$ cat src/rtl/shifter_pkg.sv
// Shared types and constants for the sequential right shifter.
// SHAMT_W is the number of binary-weighted stages for the default 32-bit datapath.
package shifter_pkg;

    localparam int N_DEFAULT = 32;
    localparam int SHAMT_W   = $clog2(N_DEFAULT);

    typedef enum logic [1:0] {
        IDLE  = 2'd0,
        SHIFT = 2'd1,
        DONE  = 2'd2
    } state_t;

endpackage

$ cat src/rtl/shift_right_stage.sv
// One binary-weighted right-shift stage: shifts by 2^stage when enabled,
// filling the vacated upper bits with fill; otherwise passes data through.
module shift_right_stage #(
    parameter int N  = 32,
    parameter int SW = $clog2(N)
) (
    input  logic [N-1:0]  i_data,
    input  logic [SW-1:0] i_stage,
    input  logic          i_enable,
    input  logic          i_fill,
    output logic [N-1:0]  o_data
);

    logic [N-1:0] w_ones;
    logic [N-1:0] w_fill_mask;
    logic [N-1:0] w_shifted;

    always_comb begin
        w_ones      = '1;
        // Ones exactly in the 2^stage positions vacated at the top.
        w_fill_mask = ~(w_ones >> (1 << i_stage));
        w_shifted   = (i_data >> (1 << i_stage)) | (i_fill ? w_fill_mask : '0);
        o_data      = i_enable ? w_shifted : i_data;
    end

endmodule

$ cat src/rtl/shift_right_seq.sv
// Multi-cycle logical/arithmetic right shifter: one binary-weighted stage per clock,
// valid/ready on both sides, fixed SHAMT_W-cycle latency regardless of shift amount.
module shift_right_seq
    import shifter_pkg::*;
#(
    parameter int N       = 32,
    parameter int SHAMT_W = $clog2(N)
) (
    input  logic               clk,
    input  logic               rst_n,
    input  logic               in_valid,
    output logic               in_ready,
    input  logic [N-1:0]       in,
    input  logic [SHAMT_W-1:0] shamt,
    input  logic               arith,
    output logic               out_valid,
    input  logic               out_ready,
    output logic [N-1:0]       out,
    output state_t             dbg_state
);

    // Handshake: a transfer happens on a rising edge where valid and ready are both 1.
    // in_ready and out_valid depend only on registered state, never on the partner's signal.

    localparam logic [SHAMT_W-1:0] LAST_STAGE = SHAMT_W'(SHAMT_W - 1);

    state_t               r_state;
    state_t               w_next_state;
    logic [SHAMT_W-1:0]   r_stage;
    logic [SHAMT_W-1:0]   r_shamt;
    logic [N-1:0]         r_work;
    logic [N-1:0]         r_out;
    logic                 r_fill;
    logic [N-1:0]         w_shifted;
    logic                 w_accept;
    logic                 w_last;

    assign in_ready  = (r_state == IDLE);
    assign out_valid = (r_state == DONE);
    assign out       = r_out;
    assign dbg_state = r_state;
    assign w_accept  = in_valid && in_ready;
    assign w_last    = (r_stage == LAST_STAGE);

    shift_right_stage #(
        .N  (N),
        .SW (SHAMT_W)
    ) u_stage (
        .i_data   (r_work),
        .i_stage  (r_stage),
        .i_enable (r_shamt[r_stage]),
        .i_fill   (r_fill),
        .o_data   (w_shifted)
    );

    always_comb begin
        w_next_state = r_state;
        case (r_state)
            IDLE:    if (in_valid)  w_next_state = SHIFT;
            SHIFT:   if (w_last)    w_next_state = DONE;
            DONE:    if (out_ready) w_next_state = IDLE;
            default:                w_next_state = IDLE;
        endcase
    end

    always_ff @(posedge clk or negedge rst_n) begin
        if (!rst_n) begin
            r_state <= IDLE;
        end else begin
            r_state <= w_next_state;
        end
    end

    // The result is captured into r_out on the final stage so out stays put
    // while the working register is reloaded by the next operation.
    always_ff @(posedge clk or negedge rst_n) begin
        if (!rst_n) begin
            r_stage <= '0;
            r_shamt <= '0;
            r_work  <= '0;
            r_fill  <= 1'b0;
            r_out   <= '0;
        end else if (w_accept) begin
            r_stage <= '0;
            r_shamt <= shamt;
            r_work  <= in;
            r_fill  <= arith & in[N-1];
        end else if (r_state == SHIFT) begin
            r_work  <= w_shifted;
            r_stage <= r_stage + 1'b1;
            if (w_last) begin
                r_out <= w_shifted;
            end
        end
    end

endmodule

$ cat config.mk
export PLATFORM = sky130hd
export DESIGN_NAME = shift_right_seq
export DESIGN_NICKNAME = d
export VERILOG_FILES = /design/src/rtl/shifter_pkg.sv /design/src/rtl/shift_right_stage.sv /design/src/rtl/shift_right_seq.sv
export SDC_FILE = /design/constraint.sdc
export NUM_CORES = 1
export LEC_CHECK = 0
export BUFFER_PORTS_ARGS = -buffer_cell sky130_fd_sc_hd__buf_2
export CAP_MARGIN = 20
export CORE_MARGIN = 8
export CORE_UTILIZATION = 53
export DETAILED_ROUTE_END_ITERATION = 10
export PLACE_DENSITY = 0.77
export SYNTH_ARGS = -nofsm -noshare
export SYNTH_HDL_FRONTEND = slang
export SYNTH_SLANG_ARGS = --single-unit
$ cat constraint.sdc
create_clock -name clk -period 3.15 [get_ports clk]
set_clock_uncertainty 0.1 [all_clocks]
set_input_delay 0.1575 -clock clk [delete_from_list [all_inputs] [get_ports clk]]
set_output_delay 0.1575 -clock clk [all_outputs]
set_load 0.1 [all_outputs]
# [Yosys cells after proc, flatten, opt, wreduce, memory -nomap -nowiden]
# Cells that the tools add are included.
[totals] register_bits=77 latch_bits=0 mem_bits_rw=0 romBits=0 inputBits=42 output_inout_bits=36 word_cells=38 memories=0
[classes] add_sub_neg=1 multipliers=0 div=0 magnitude_cmp=1 eq_ne=6 shift=3 mux=12 bitwise=4 reduce_logical=5
[op_table] cell="2-to-1 mux 32 bit" count=4
[op_table] cell="inverter 32 bit" count=1
[op_table] cell="bitwise OR 32 bit" count=1
[op_table] cell="<< shifter 1 x 5 -> 32 bit (first input constant)" count=1
[op_table] cell="right shift 32 x 32 -> 32 bit" count=1
[op_table] cell="right shift 32 x 32 -> 32 bit (first input constant)" count=1
[op_table] cell="2-to-1 mux 5 bit" count=2
[op_table] cell="2-to-1 mux 2 bit" count=3
[op_table] cell="case mux 2 bit (3 select lines)" count=1
[op_table] cell="AND reduction 3 bit" count=2
[op_table] cell="adder 5 x 1 -> 5 bit (second input constant)" count=1
[op_table] cell="== test 5 x 3 -> 1 bit (second input constant)" count=1
[op_table] cell="less-than comparator 5 x 4 -> 1 bit (second input constant)" count=1
[op_table] cell="inequality test 2 bit (second input constant)" count=2
[op_table] cell="binary-select mux 1 bit (select 3 bit)" count=1
[op_table] cell="== test 2 x 1 -> 1 bit (second input constant)" count=1
[op_table] cell="== test 2 bit (second input constant)" count=1
[op_table] cell="zero test 2 bit" count=1
[op_table] cell="inequality test 2 x 1 -> 1 bit (second input constant)" count=1
[op_table] cell="nonzero test 2 bit" count=1
[op_table] cell="AND 1 bit" count=1
[op_table] cell="logical AND 1 bit" count=1
[op_table] cell="2-to-1 mux 1 bit" count=1
[op_table] cell="inverter 1 bit" count=1

# [Logic depth before layout (Yosys ltp)]
[logic_depth] depth_word=8 ltp_mapped=13 ltp_nobuf=9

# [Modules after synthesis]
# From an unflattened synthesis, not the netlist that was laid out.
[hier_totals] hier_cells=616 hier_area_um2=5322.6
[by_module_without_submodules] mod="shift_right_seq" instances=1 cells_each=274 area_each_um2=3281.9 seq_area_each_um2=1926.8
[by_module_without_submodules] mod="shift_right_stage" instances=1 cells_each=342 area_each_um2=2040.7 seq_area_each_um2=0.0

# [Least setup slack after synthesis]
# No wires, ideal clock.
[synth_path] path_kind="register to register" start="register r_state[0], in the netlist dbg_state[0]" end="register r_work[15]" setup_ns=0.127 arrival_ns=3.374 required_ns=2.923 slack_ns=-0.451 path_stages_with_launch=7 path_buffers=0 synth_period_minus_slack_ns=3.601 path_cell_list="dfrtp_1 nor2_1 nand2_1 nand2_1 o21ai_0 a222oi_1 inv_1"
[synth_via] elab_chain_len=3 word_cells_on_any_way=5 cone_classes="eq/ne: 1; mux: 1; reduce/logical: 3"
[synth_lines] element="from (decl)" line="shift_right_seq.sv:27" rtl="state_t r_state;"
[synth_lines] element="from (signal assigned)" line="shift_right_seq.sv:70" rtl="r_state <= w_next_state;"
[synth_lines] element="zero test 2 bit *" line="shift_right_seq.sv:38" rtl="assign in_ready = (r_state == IDLE);"
[synth_lines] element="via in_ready" line="shift_right_seq.sv:12" rtl="output logic in_ready,"
[synth_lines] element="logical AND 1 bit *" line="shift_right_seq.sv:42" rtl="assign w_accept = in_valid && in_ready;"
[synth_lines] element="2-to-1 mux 32 bit or nonzero test 2 bit (tied branches)"
[synth_lines] element="to (signal assigned)" line="shift_right_seq.sv:86" rtl="r_work <= in;"
[synth_lines] element="to (signal assigned)" line="shift_right_seq.sv:89" rtl="r_work <= w_shifted;"
[synth_lines] element="to (decl)" line="shift_right_seq.sv:31" rtl="logic [N-1:0] r_work;"
# Mark *: on every way through the listed nets, which the timed path passes. The rest lies on a longest branch.
# A chain may end at the register's enable or synchronous reset.

# [Final worst setup path]
[layout_path] start="register r_stage[0]" end="register r_work[6]"
[layout_via] elab_chain_len=8 word_cells_on_any_way=11 cone_classes="shift: 3; mux: 6; bitwise: 2"
[layout_lines] element="from (decl)" line="shift_right_seq.sv:29" rtl="logic [SHAMT_W-1:0] r_stage;"
[layout_lines] element="from (signal assigned)" line="shift_right_seq.sv:90" rtl="r_stage <= r_stage + 1'b1;"
[layout_lines] element="<< shifter 1 x 5 -> 32 bit" line="shift_right_stage.sv:21, shift_right_stage.sv:22"
[layout_lines] element="right shift 32 x 32 -> 32 bit" line="shift_right_stage.sv:21" rtl="w_fill_mask = ~(w_ones >> (1 << i_stage));"
[layout_lines] element="inverter 32 bit" line="shift_right_stage.sv:21"
[layout_lines] element="2-to-1 mux 32 bit" line="shift_right_stage.sv:22" rtl="w_shifted = (i_data >> (1 << i_stage)) | (i_fill ? w_fill_mask : '0);"
[layout_lines] element="bitwise OR 32 bit" line="shift_right_stage.sv:22"
[layout_lines] element="2-to-1 mux 32 bit *" line="shift_right_stage.sv:23" rtl="o_data = i_enable ? w_shifted : i_data;"
[layout_lines] element="2-to-1 mux 32 bit *" line="shift_right_seq.sv:88" rtl="end else if (r_state == SHIFT) begin"
[layout_lines] element="2-to-1 mux 32 bit *" line="shift_right_seq.sv:83" rtl="end else if (w_accept) begin"
# Mark *: on every way between the ends. The rest lies on a longest branch, timed or not. The select of a mux whose other input is x is not followed.

==> qor.txt <==
Final setup viols - 0
First-pass GRT wire length - 40410 µm
Asr flop ratio synth - 100.0%
Global route hottest layer - met2
Diodes inserted - 0
Relative slew slack - 32.05%
Hold depth - 3
DR iter-0 viols - 1013
Hold endpoint - r_work[31]$_DFFE_PN0P_
Mapped Cells - 698
Register area share after synthesis - 33.19%
Initial core utilization - 54.03%
Met2 GRT Util - 54.46%
Cell with the most instances after synthesis - nand2_1
Final Hold Fails - 0
RePlAce Congestion - 1.146
Hold Path Origin - in[31]
Status - finished, final reports clean
FF-to-FF path depth - 10
Vias in the first global route - 7073
Clk_lat worst skew - 390 ps
Synth Net Count - 746
Inserted Clock Buffers - 9
Yosys top cell area share - 33.19%
Worst min-delay path category - in2reg
Area growth, synth to finish - 35.69%
Most instantiated cells after synthesis - 105 x nand2_1, 83 x o21ai_0, 77 x dfrtp_1
Remaining DRCs - 0
Period minus WS final - 3107 ps
CP required - 3310 ps
Fillers - 831
Rows - 38
I/O pin count - 78
Layout cells sized above 1 - 31.79%
Worst reg2reg setup slack - 40 ps
Critical path arrival - 3270 ps
M1 GR Usage - 45.44%
Avg Cell Area, Syn - 8.317 µm²
Nets - 931
Routed via count - 7045
First-pass DRT Iterations - 6
Clk pin slew, worst setup/hold paths - 80 ps
Reg2Reg Capture Point - r_work[6]$_DFFE_PN0P_
WL final - 26600 µm
Fin crit share - 98.64%
Reg-to-Reg Start - r_stage[0]$_DFFE_PN0P_
Max Fclk - 321.8 MHz
Ys flop type - dfrtp_1
Initial antenna violation count - 0
H-tree Lvls - 3
Sink Count - 77
Post-DP HPWL - 19540 µm
Hold_ws - 13.56 ps
Yosys top cell by area - dfrtp_1
Netlist cell types - 71
Core ar. - 0.01075 mm²
Final slew viol count - 0
CTS max path bufs - 2
Largest net degree at the start of global routing - 78
Yosys reg bits - 77
CP endpoint kind - register
DIE WIDTH - 120.7 µm
Crit Path Class - reg2reg
CTS root buf - clkbuf_8
Startpoint types - register
Grt ovf - 0
Total of max-cap violations - 0
Met3 track demand over resource - 9.184%
Worst slew pin tran - 1019 ps
Synth area leaders - dfrtp_1 33%, mux2i_1 8.8%, o21ai_0 7.2%, nand2_1 6.8%, a21oi_1 3.1%
Routed len/inst - 25.90 µm
Via density - 6.860
GRT Util Overall - 36.15%
Port bufs - 77
Unrepaired setup endpoints after global routing - true
CTS tree - built
Number of synthesized flops with an enable pin - 0
Die Y-Extent - 120.7 µm
Die area - 0.01456 mm²
Post-route ant nets - 0
Yosys warns - 0
Mapped Area - 0.005806 mm²
Crit path max fanout - 5
==> layout by cell type (no fill, tap or decap), types with 4 or more instances in the layout <==
master / netlist / routed
o22ai_2: 0 / 4
a21oi_1: 36 / 34
nand3_1: 16 / 16
nor3_1: 15 / 13
a22o_1: 6 / 6
o21ai_1: 6 / 17
o31ai_1: 9 / 8
o21ai_0: 83 / 72
clkbuf_8: 0 / 9
mux2_2: 6 / 6
a31oi_1: 12 / 10
a21o_1: 10 / 10
buf_4: 0 / 115
mux2i_1: 51 / 40
and3_1: 5 / 5
o211ai_1: 8 / 8
o21a_1: 8 / 8
a22oi_1: 20 / 19
mux2i_2: 0 / 6
nor2_1: 37 / 33
dfrtp_1: 77 / 77
nor2_2: 0 / 4
and2_1: 4 / 4
mux2i_4: 0 / 5
inv_1: 9 / 7
a32oi_1: 5 / 5
buf_2: 10 / 76
mux4_2: 7 / 7
a211oi_1: 8 / 4
nand4_1: 9 / 9
o2111ai_1: 5 / 4
nand2_1: 105 / 103
o22ai_1: 24 / 20
dlygate4sd3_1: 0 / 37
nand2b_1: 4 / 4
==> per-layer routing <==
metal	wire, µm	vias up
met5	0	-
met4	1586	0
met3	3180	116
met1	10090	3386
met2	11750	541
li1	-	3002
==> sequential cells by signal, summed over array words and instances (netlist names) <==
name,count
r_fill,1
r_shamt,5
dbg_state,2
r_stage,5
r_work,32
out,32
==> per-stage QoR <==
step	instance area [µm²]	instances	util, %	setup TNS [ps]	setup slack, ps
2_1_floorplan	5809	698	-	0	12.53
3_3_place_gp	7010	970	65.24	-102.7	-46.41
3_5_place_dp	7010	970	65.24	-311.3	-65.07
4_1_cts	7612	1022	70.84	0	4.866
5_1_grt	7878	1027	73.31	-279.7	-78.72
6_report	7878	1027	73.31	0	42.86
==> how the worst max path moves through the flow <==
| stage | from | endpoint | slack (ps) |
|---|---|---|---|
| after floorplan | r_stage[2]$_DFFE_PN0P_ | out[4]$_DFFE_PN0P_ | 10 |
| after global placement | r_stage[1]$_DFFE_PN0P_ | out[25]$_DFFE_PN0P_ | -50 |
| after detailed placement | r_stage[1]$_DFFE_PN0P_ | out[25]$_DFFE_PN0P_ | -70 |
| after CTS | r_stage[1]$_DFFE_PN0P_ | out[4]$_DFFE_PN0P_ | 5 |
| after global routing | r_stage[0]$_DFFE_PN0P_ | r_work[24]$_DFFE_PN0P_ | -80 |
| final | r_stage[0]$_DFFE_PN0P_ | r_work[6]$_DFFE_PN0P_ | 40 |
==> cell families (layout without fill, tap and decap cells) <==
kind of cell             Yosys count  count (layout)  share of synthesized area (%)
AO/OA/AOI/OAI                    262             262                          28.86
XOR/XNOR                           1               1                         0.1509
adder cells (fa/ha/maj)            6               6                          1.293
buffers and inverters             67             256                          5.194
flip-flops                        77              77                          33.19
multiplexers                      66              66                          13.38
AND/OR/NAND/NOR                  219             219                          17.93
==> critical path, stage by stage, from the launching register on <==
cell,delay [ps]
dfrtp_1,430
inv_2,100
ha_4,150
or4b_4,550
buf_6,160
mux4_2,480
a221o_1,400
nand4_1,120
nand4b_1,180
o211ai_1,240
nand2_1,70
==> cell type report <==
type	instances	area (µm²)	share of cell area (%)
multi-input combinational	554	3876	49.21
sequential	77	1927	24.46
timing repair buffer	232	1685	21.39
tap	140	175.2	2.224
clock buffer	10	127.6	1.620
clock inverter	5	52.55	0.6671
inverter	9	33.78	0.4288
==> timing repair <==
action / 4_1_cts / 5_1_grt
setup endpoints to repair: 18 / 52
endpoints found under the hold margin: 112 / 0
hold buffers: 37 / 0
pin swaps: 2 / 11
resized for setup: 14 / 55
buffers inserted: 0 / 5
Power is left out: the tool's default activity adds up to more than one toggle a clock period on the data nets, which glitch-free logic cannot reach.
